## src/rtl/uart_pkg.sv

```systemverilog
// Shared UART definitions: receiver state encoding, frame width and bit-period arithmetic.
package uart_pkg;

   localparam int DATA_BITS = 8;

   typedef enum logic [2:0] {
      IDLE,
      START,
      DATA,
      PARITY,
      STOP,
      BRK
   } rx_state_t;

   // Clocks per bit, identical to the transmitter so both ends agree on timing.
   function automatic int bit_period(input int freq, input int rate);
      return freq / rate;
   endfunction

endpackage

```

## src/rtl/sync_2ff.sv

```systemverilog
// Two-flop synchronizer for bringing asynchronous inputs into the clock domain.
module sync_2ff #(
   parameter int               Width      = 1,
   parameter logic [Width-1:0] ResetValue = '0
) (
   input  logic             clock,
   input  logic             reset,
   input  logic [Width-1:0] d,
   output logic [Width-1:0] q
);

   logic [Width-1:0] meta;

   always_ff @(posedge clock or negedge reset) begin
      if (!reset) begin
         meta <= ResetValue;
         q    <= ResetValue;
      end else begin
         meta <= d;
         q    <= meta;
      end
   end

endmodule

```

## src/rtl/uart_rx.sv

```systemverilog
// 8N1 UART receiver with mid-bit sampling and one-cycle valid/ferr strobes.
// Defining UART_RX_PARITY_EN switches the frame to 8E1 and adds the perr output.
module uart_rx
   import uart_pkg::*;
#(
   parameter int Clock = 50000000,
   parameter int Baud  = 9600
) (
   input  logic                 clock,
   input  logic                 reset,
   input  logic                 rxen,
   input  logic                 rxd,
   output logic [DATA_BITS-1:0] data,
   output logic                 valid,
   output logic                 ferr,
`ifdef UART_RX_PARITY_EN
   output logic                 perr,
`endif
   output logic                 busy
);

   localparam int T = bit_period(Clock, Baud);
   localparam int Q = $clog2(T + 1);
   localparam logic [Q-1:0] TimerLast = Q'(T - 1);
   localparam logic [Q-1:0] TimerHalf = Q'(T / 2 - 1);
   localparam logic [2:0]   IndexLast = 3'(DATA_BITS - 1);

   if (T < 4) begin : g_period_check
      $error("uart_rx: Clock/Baud must give at least 4 clocks per bit");
   end

   rx_state_t            state, stateNext;
   logic [Q-1:0]         timer, timerNext;
   logic [2:0]           index, indexNext;
   logic [DATA_BITS-1:0] shift, shiftNext;
   logic [DATA_BITS-1:0] dataNext;
   logic                 validNext, ferrNext;
   logic                 rxs;
`ifdef UART_RX_PARITY_EN
   logic                 pflag, pflagNext, perrNext;
`endif

   // Line idles high, so the synchronizer resets to 1 to avoid a false start.
   sync_2ff #(.Width(1), .ResetValue(1'b1)) u_sync (
      .clock (clock),
      .reset (reset),
      .d     (rxd),
      .q     (rxs)
   );

   assign busy = (state != IDLE);

   always_ff @(posedge clock or negedge reset) begin
      if (!reset) begin
         state <= IDLE;
         timer <= '0;
         index <= '0;
         shift <= '0;
         data  <= '0;
         valid <= 1'b0;
         ferr  <= 1'b0;
`ifdef UART_RX_PARITY_EN
         pflag <= 1'b0;
         perr  <= 1'b0;
`endif
      end else begin
         state <= stateNext;
         timer <= timerNext;
         index <= indexNext;
         shift <= shiftNext;
         data  <= dataNext;
         valid <= validNext;
         ferr  <= ferrNext;
`ifdef UART_RX_PARITY_EN
         pflag <= pflagNext;
         perr  <= perrNext;
`endif
      end
   end

   always_comb begin
      stateNext = state;
      timerNext = timer;
      indexNext = index;
      shiftNext = shift;
      dataNext  = data;
      validNext = 1'b0;
      ferrNext  = 1'b0;
`ifdef UART_RX_PARITY_EN
      pflagNext = pflag;
      perrNext  = 1'b0;
`endif
      if (!rxen) begin
         stateNext = IDLE;
         timerNext = '0;
         indexNext = '0;
      end else begin
         unique case (state)
            IDLE: begin
               timerNext = '0;
               if (!rxs) stateNext = START;
            end
            // Half a bit in, a still-low line confirms a real start bit.
            START: begin
               if (timer == TimerHalf) begin
                  timerNext = '0;
                  indexNext = '0;
                  stateNext = rxs ? IDLE : DATA;
`ifdef UART_RX_PARITY_EN
                  pflagNext = 1'b0;
`endif
               end else begin
                  timerNext = timer + 1'b1;
               end
            end
            DATA: begin
               if (timer == TimerLast) begin
                  timerNext        = '0;
                  shiftNext[index] = rxs;
                  if (index == IndexLast) begin
                     indexNext = '0;
`ifdef UART_RX_PARITY_EN
                     stateNext = PARITY;
`else
                     stateNext = STOP;
`endif
                  end else begin
                     indexNext = index + 3'd1;
                  end
               end else begin
                  timerNext = timer + 1'b1;
               end
            end
`ifdef UART_RX_PARITY_EN
            PARITY: begin
               if (timer == TimerLast) begin
                  timerNext = '0;
                  pflagNext = rxs ^ (^shift);
                  stateNext = STOP;
               end else begin
                  timerNext = timer + 1'b1;
               end
            end
`endif
            STOP: begin
               if (timer == TimerLast) begin
                  timerNext = '0;
                  if (rxs) begin
                     stateNext = IDLE;
`ifdef UART_RX_PARITY_EN
                     if (pflag) begin
                        perrNext = 1'b1;
                     end else begin
                        dataNext  = shift;
                        validNext = 1'b1;
                     end
`else
                     dataNext  = shift;
                     validNext = 1'b1;
`endif
                  end else begin
                     ferrNext  = 1'b1;
                     stateNext = BRK;
                  end
               end else begin
                  timerNext = timer + 1'b1;
               end
            end
            // Hold off until the line recovers so a break cannot retrigger.
            BRK: begin
               timerNext = '0;
               if (rxs) stateNext = IDLE;
            end
            default: begin
               stateNext = IDLE;
               timerNext = '0;
               indexNext = '0;
            end
         endcase
      end
   end

endmodule

```

## config.mk

```make
export PLATFORM = sky130hd
export DESIGN_NAME = uart_rx
export DESIGN_NICKNAME = d
export VERILOG_FILES = /design/src/rtl/uart_pkg.sv /design/src/rtl/sync_2ff.sv /design/src/rtl/uart_rx.sv
export SDC_FILE = /design/constraint.sdc
export NUM_CORES = 1
export LEC_CHECK = 0
export BUFFER_PORTS_ARGS = -buffer_cell sky130_fd_sc_hd__buf_2
export CAP_MARGIN = 15
export CORE_MARGIN = 4
export CORE_UTILIZATION = 63
export DETAILED_ROUTE_END_ITERATION = 6
export GPL_TIMING_DRIVEN = 0
export HOLD_SLACK_MARGIN = 0.03
export PLACE_DENSITY_LB_ADDON = 0.12
export REMOVE_ABC_BUFFERS = 1
export SYNTH_ARGS = -nofsm -noshare
export SYNTH_HDL_FRONTEND = slang
export SYNTH_HIERARCHICAL = 1
export SYNTH_SLANG_ARGS = --single-unit
```

## constraint.sdc

```tcl
create_clock -name clock -period 5.7 [get_ports clock]
set_input_delay 0.285 -clock clock [delete_from_list [all_inputs] [get_ports clock]]
set_output_delay 0.285 -clock clock [all_outputs]
set_load 0.01 [all_outputs]
```

==> flow_summary.json <==
{
  "critPathMaxFanout": 15,
  "power-per-cell-area_nw_per_um2": 250,
  "slew_violations": 0,
  "min_path_type": "primary input to async pin",
  "seq_area_frac_synth_pct": 50.8,
  "hpwl_um": 2450,
  "critPathSlowestCell": "a22oi_1",
  "p_clk_share_pct": 27.4,
  "postSynthAreaPerCell_um2": 10.8,
  "core_um2": 2830,
  "yosys.area.top_type": "dfrtp_1",
  "synth_top_cell_area_share_pct": 48.1,
  "power_frac_seq_pct": 58.2,
  "final_net_count": 200,
  "status": "complete, no violations",
  "dr_total_vias": 1341,
  "cts_sinks": 39,
  "worst_setup_path_end_kind": "register",
  "irDropWorstVdd_v": 0.000174,
  "yosysMostFrequentCell": "dfrtp_1",
  "wl_per_cell_um": 15.2,
  "dp_worst_setup_slack_ns": 3.18,
  "synth-warning-count": 6,
  "via_per_inst": 5.96,
  "ant_nets": 0,
  "synthCells": 178,
  "synth_area_leaders": "dfrtp_1 (48%), mux2_2 (8.8%), nor2_1 (3.7%), nand3_1 (2.9%), dfstp_2 (2.7%)",
  "initial_utilization_pct": 68.1,
  "syn_area_um2": 1930,
  "post_synth_num_cell_types": 42,
  "n_antenna_cell": 0,
  "drt_first_pass_iters": 4,
  "synth_edf_count": 0,
  "post_cts_buffers": 0,
  "max-cap-violations": 0,
  "p_sw_uw": 158,
  "crit_type": "register to register",
  "first_global_vias": 1361,
  "combinationalPowerShare_pct": 14.4,
  "cp.arrival_ns": 2.81,
  "drt_iter0_drc": 89,
  "period_minus_slack_ns": 2.51,
  "finClkSkew_ns": 0.0106,
  "grt-ovfl-total": 0,
  "dieWidth_um": 63.3,
  "track_usage_pct": 19.3,
  "slew_headroom_pct": 19.7,
  "grt_setup_unrepaired": "no",
  "p_int_uw": 361,
  "start_kind": "register",
  "fmaxAchievable_mhz": 398,
  "fin_tns_setup_ns": 0,
  "antenna_found_initial": 0,
  "ys_seq_elements": 39,
  "h-tree-depth": 2,
  "clockBufferDepth": 2,
  "finalWirelength_um": 3430,
  "post-route-drc-count": 0,
  "cts-root-buf": "clkbuf_4",
  "p_sw_share_pct": 30.4,
  "num_rows": 19,
  "post-route-period-util_pct": 44.1,
  "synth_common_cells": "dfrtp_1 (37), nor2_1 (19), mux2_2 (15)",
  "clock_latency_ns": 0.36,
  "cts_resized": 0,
  "worst_slack_ns": 3.19,
  "crit_required_ns": 5.99,
  "cts_made_buffers": 5,
  "die_y_um": 63.3,
  "ys.flop_type": "dfrtp_1",
  "synthArstFlopShare_pct": 100,
  "grt_pass1_wl_um": 6040,
  "clk_pin_slew_ns": 0.12,
  "hold_viol": 0,
  "worst_pin_slew_ns": 1.20,
  "critPathMaxStageDelay_ns": 1.00,
  "gp_congestion": 0.855,
  "p_leak_nw": 0.967,
  "grt_max_degree": 40,
  "die-area_um2": 4010,
  "crit_path_cell_trace": "nor4b_4 > nand4_1 > a22oi_1 > nand4b_1 > o21ai_0",
  "drive_above_1_share_pct": 24.2,
  "setup_violations": 0,
  "synthToLayoutAreaGrowth_pct": 7.66,
  "cts_tree": "done",
  "ios": 15,
  "port_buffers": 14
}
[logic make-up (layout without fill, tap and decap cells)]
group                    Yosys count  after routing  share of synthesized area (%)
AO/OA/AOI/OAI                     14             14                           4.74
adder cells (fa/ha/maj)            3              3                           1.95
flip-flops                        39             39                           50.8
AND/OR/NAND/NOR                   82             82                           24.7
buffers and inverters             11             27                           2.27
multiplexers                      17             17                           10.1
XOR/XNOR                          12             12                           5.45
[registers in the layout (all words and copies together), names as in the netlist]
register	count
shift	8
timer	13
state	3
u_sync/q	1
data	8
u_sync/meta	1
valid	1
ferr	1
index	3
[worst paths after layout]
check | start | endpoint | slack (ns) | cells after the start
min | reset | state[2] | 0.003 | 1
min reg2reg | u_sync/meta | u_sync/q | 0.37 | 0
max reg2reg | timer[5] | state[2] | 3.19 | 5
max in group asynchronous | reset | data[6] | 5.16 | 1
max | timer[5] | state[2] | 3.19 | 5
min in group clock | rxen | state[1] | 0.29 | 3
[cell type report]
type,count,area [µm²]
multi-input cells,128,905
fillers,216,754
repair buffers,15,80.1
inverters,4,15.0
clock inverters,3,20.0
clock buffers,5,37.5
flip-flops and latches,39,978
well taps,31,38.8
[per-stage QoR]
stage          hold slack (ns)  std cells  utilization, %  power [mW]  cell area [µm²]
2_1_floorplan          -0.0106        171               -       0.354             1900
3_3_place_gp             0.346        216            70.9       0.376             2010
3_5_place_dp             0.348        216            70.9       0.381             2010
4_1_cts                 0.0423        225            73.3       0.521             2070
5_1_grt                 0.0726        225            73.3       0.548             2070
6_report               0.00284        225            73.3       0.519             2070
[power groups by stage]
| stage | sequential [mW] | combinational (mW) | clock, mW |
|---|---|---|---|
| after floorplan | 0.303 | 0.0515 | 0 |
| after global placement | 0.306 | 0.0702 | 0 |
| after detailed placement | 0.307 | 0.0737 | 0 |
| after CTS | 0.302 | 0.0752 | 0.144 |
| after global routing | 0.305 | 0.0851 | 0.158 |
| final | 0.302 | 0.0746 | 0.142 |
[what timing repair did]
| action | in CTS | in global routing |
|---|---|---|
| endpoints found under the hold margin | 1 | 0 |
| hold buffers | 1 | 0 |
| setup endpoints to repair | 0 | 0 |
[critical path: cells and delay by family (launching register included)]
family,cells,cell delay [ns]
and+or+nand+nor,3,0.86
AOI/OAI and AO/OA,2,1.12
DFF,1,0.45
[layer usage]
layer | vias to the layer above | wire length, µm | global-route usage, %
met5 | - | 0 | 0
met3 | 7 | 128 | 5.51
met4 | 0 | 82 | 9.43
met2 | 22 | 1760 | 33.2
met1 | 654 | 1460 | 21.9
li1 | 658 | - | -
[cell usage in the layout (no fill, tap or decap), types with 3 or more instances in the layout]
cell       n
xnor2_1    6
inv_1      4
mux2_2    15
nor2b_1    3
nor3b_1    4
ha_1       3
nand2_1   14
nor3_1     7
and3_1     3
a21oi_1    3
clkbuf_4   5
nor2_1    19
dfrtp_1   37
nand4_1    5
o21ai_0    3
nand3_1   11
buf_2     14
xor2_1     6
No activity file was read; power rests on OpenSTA's default activity.
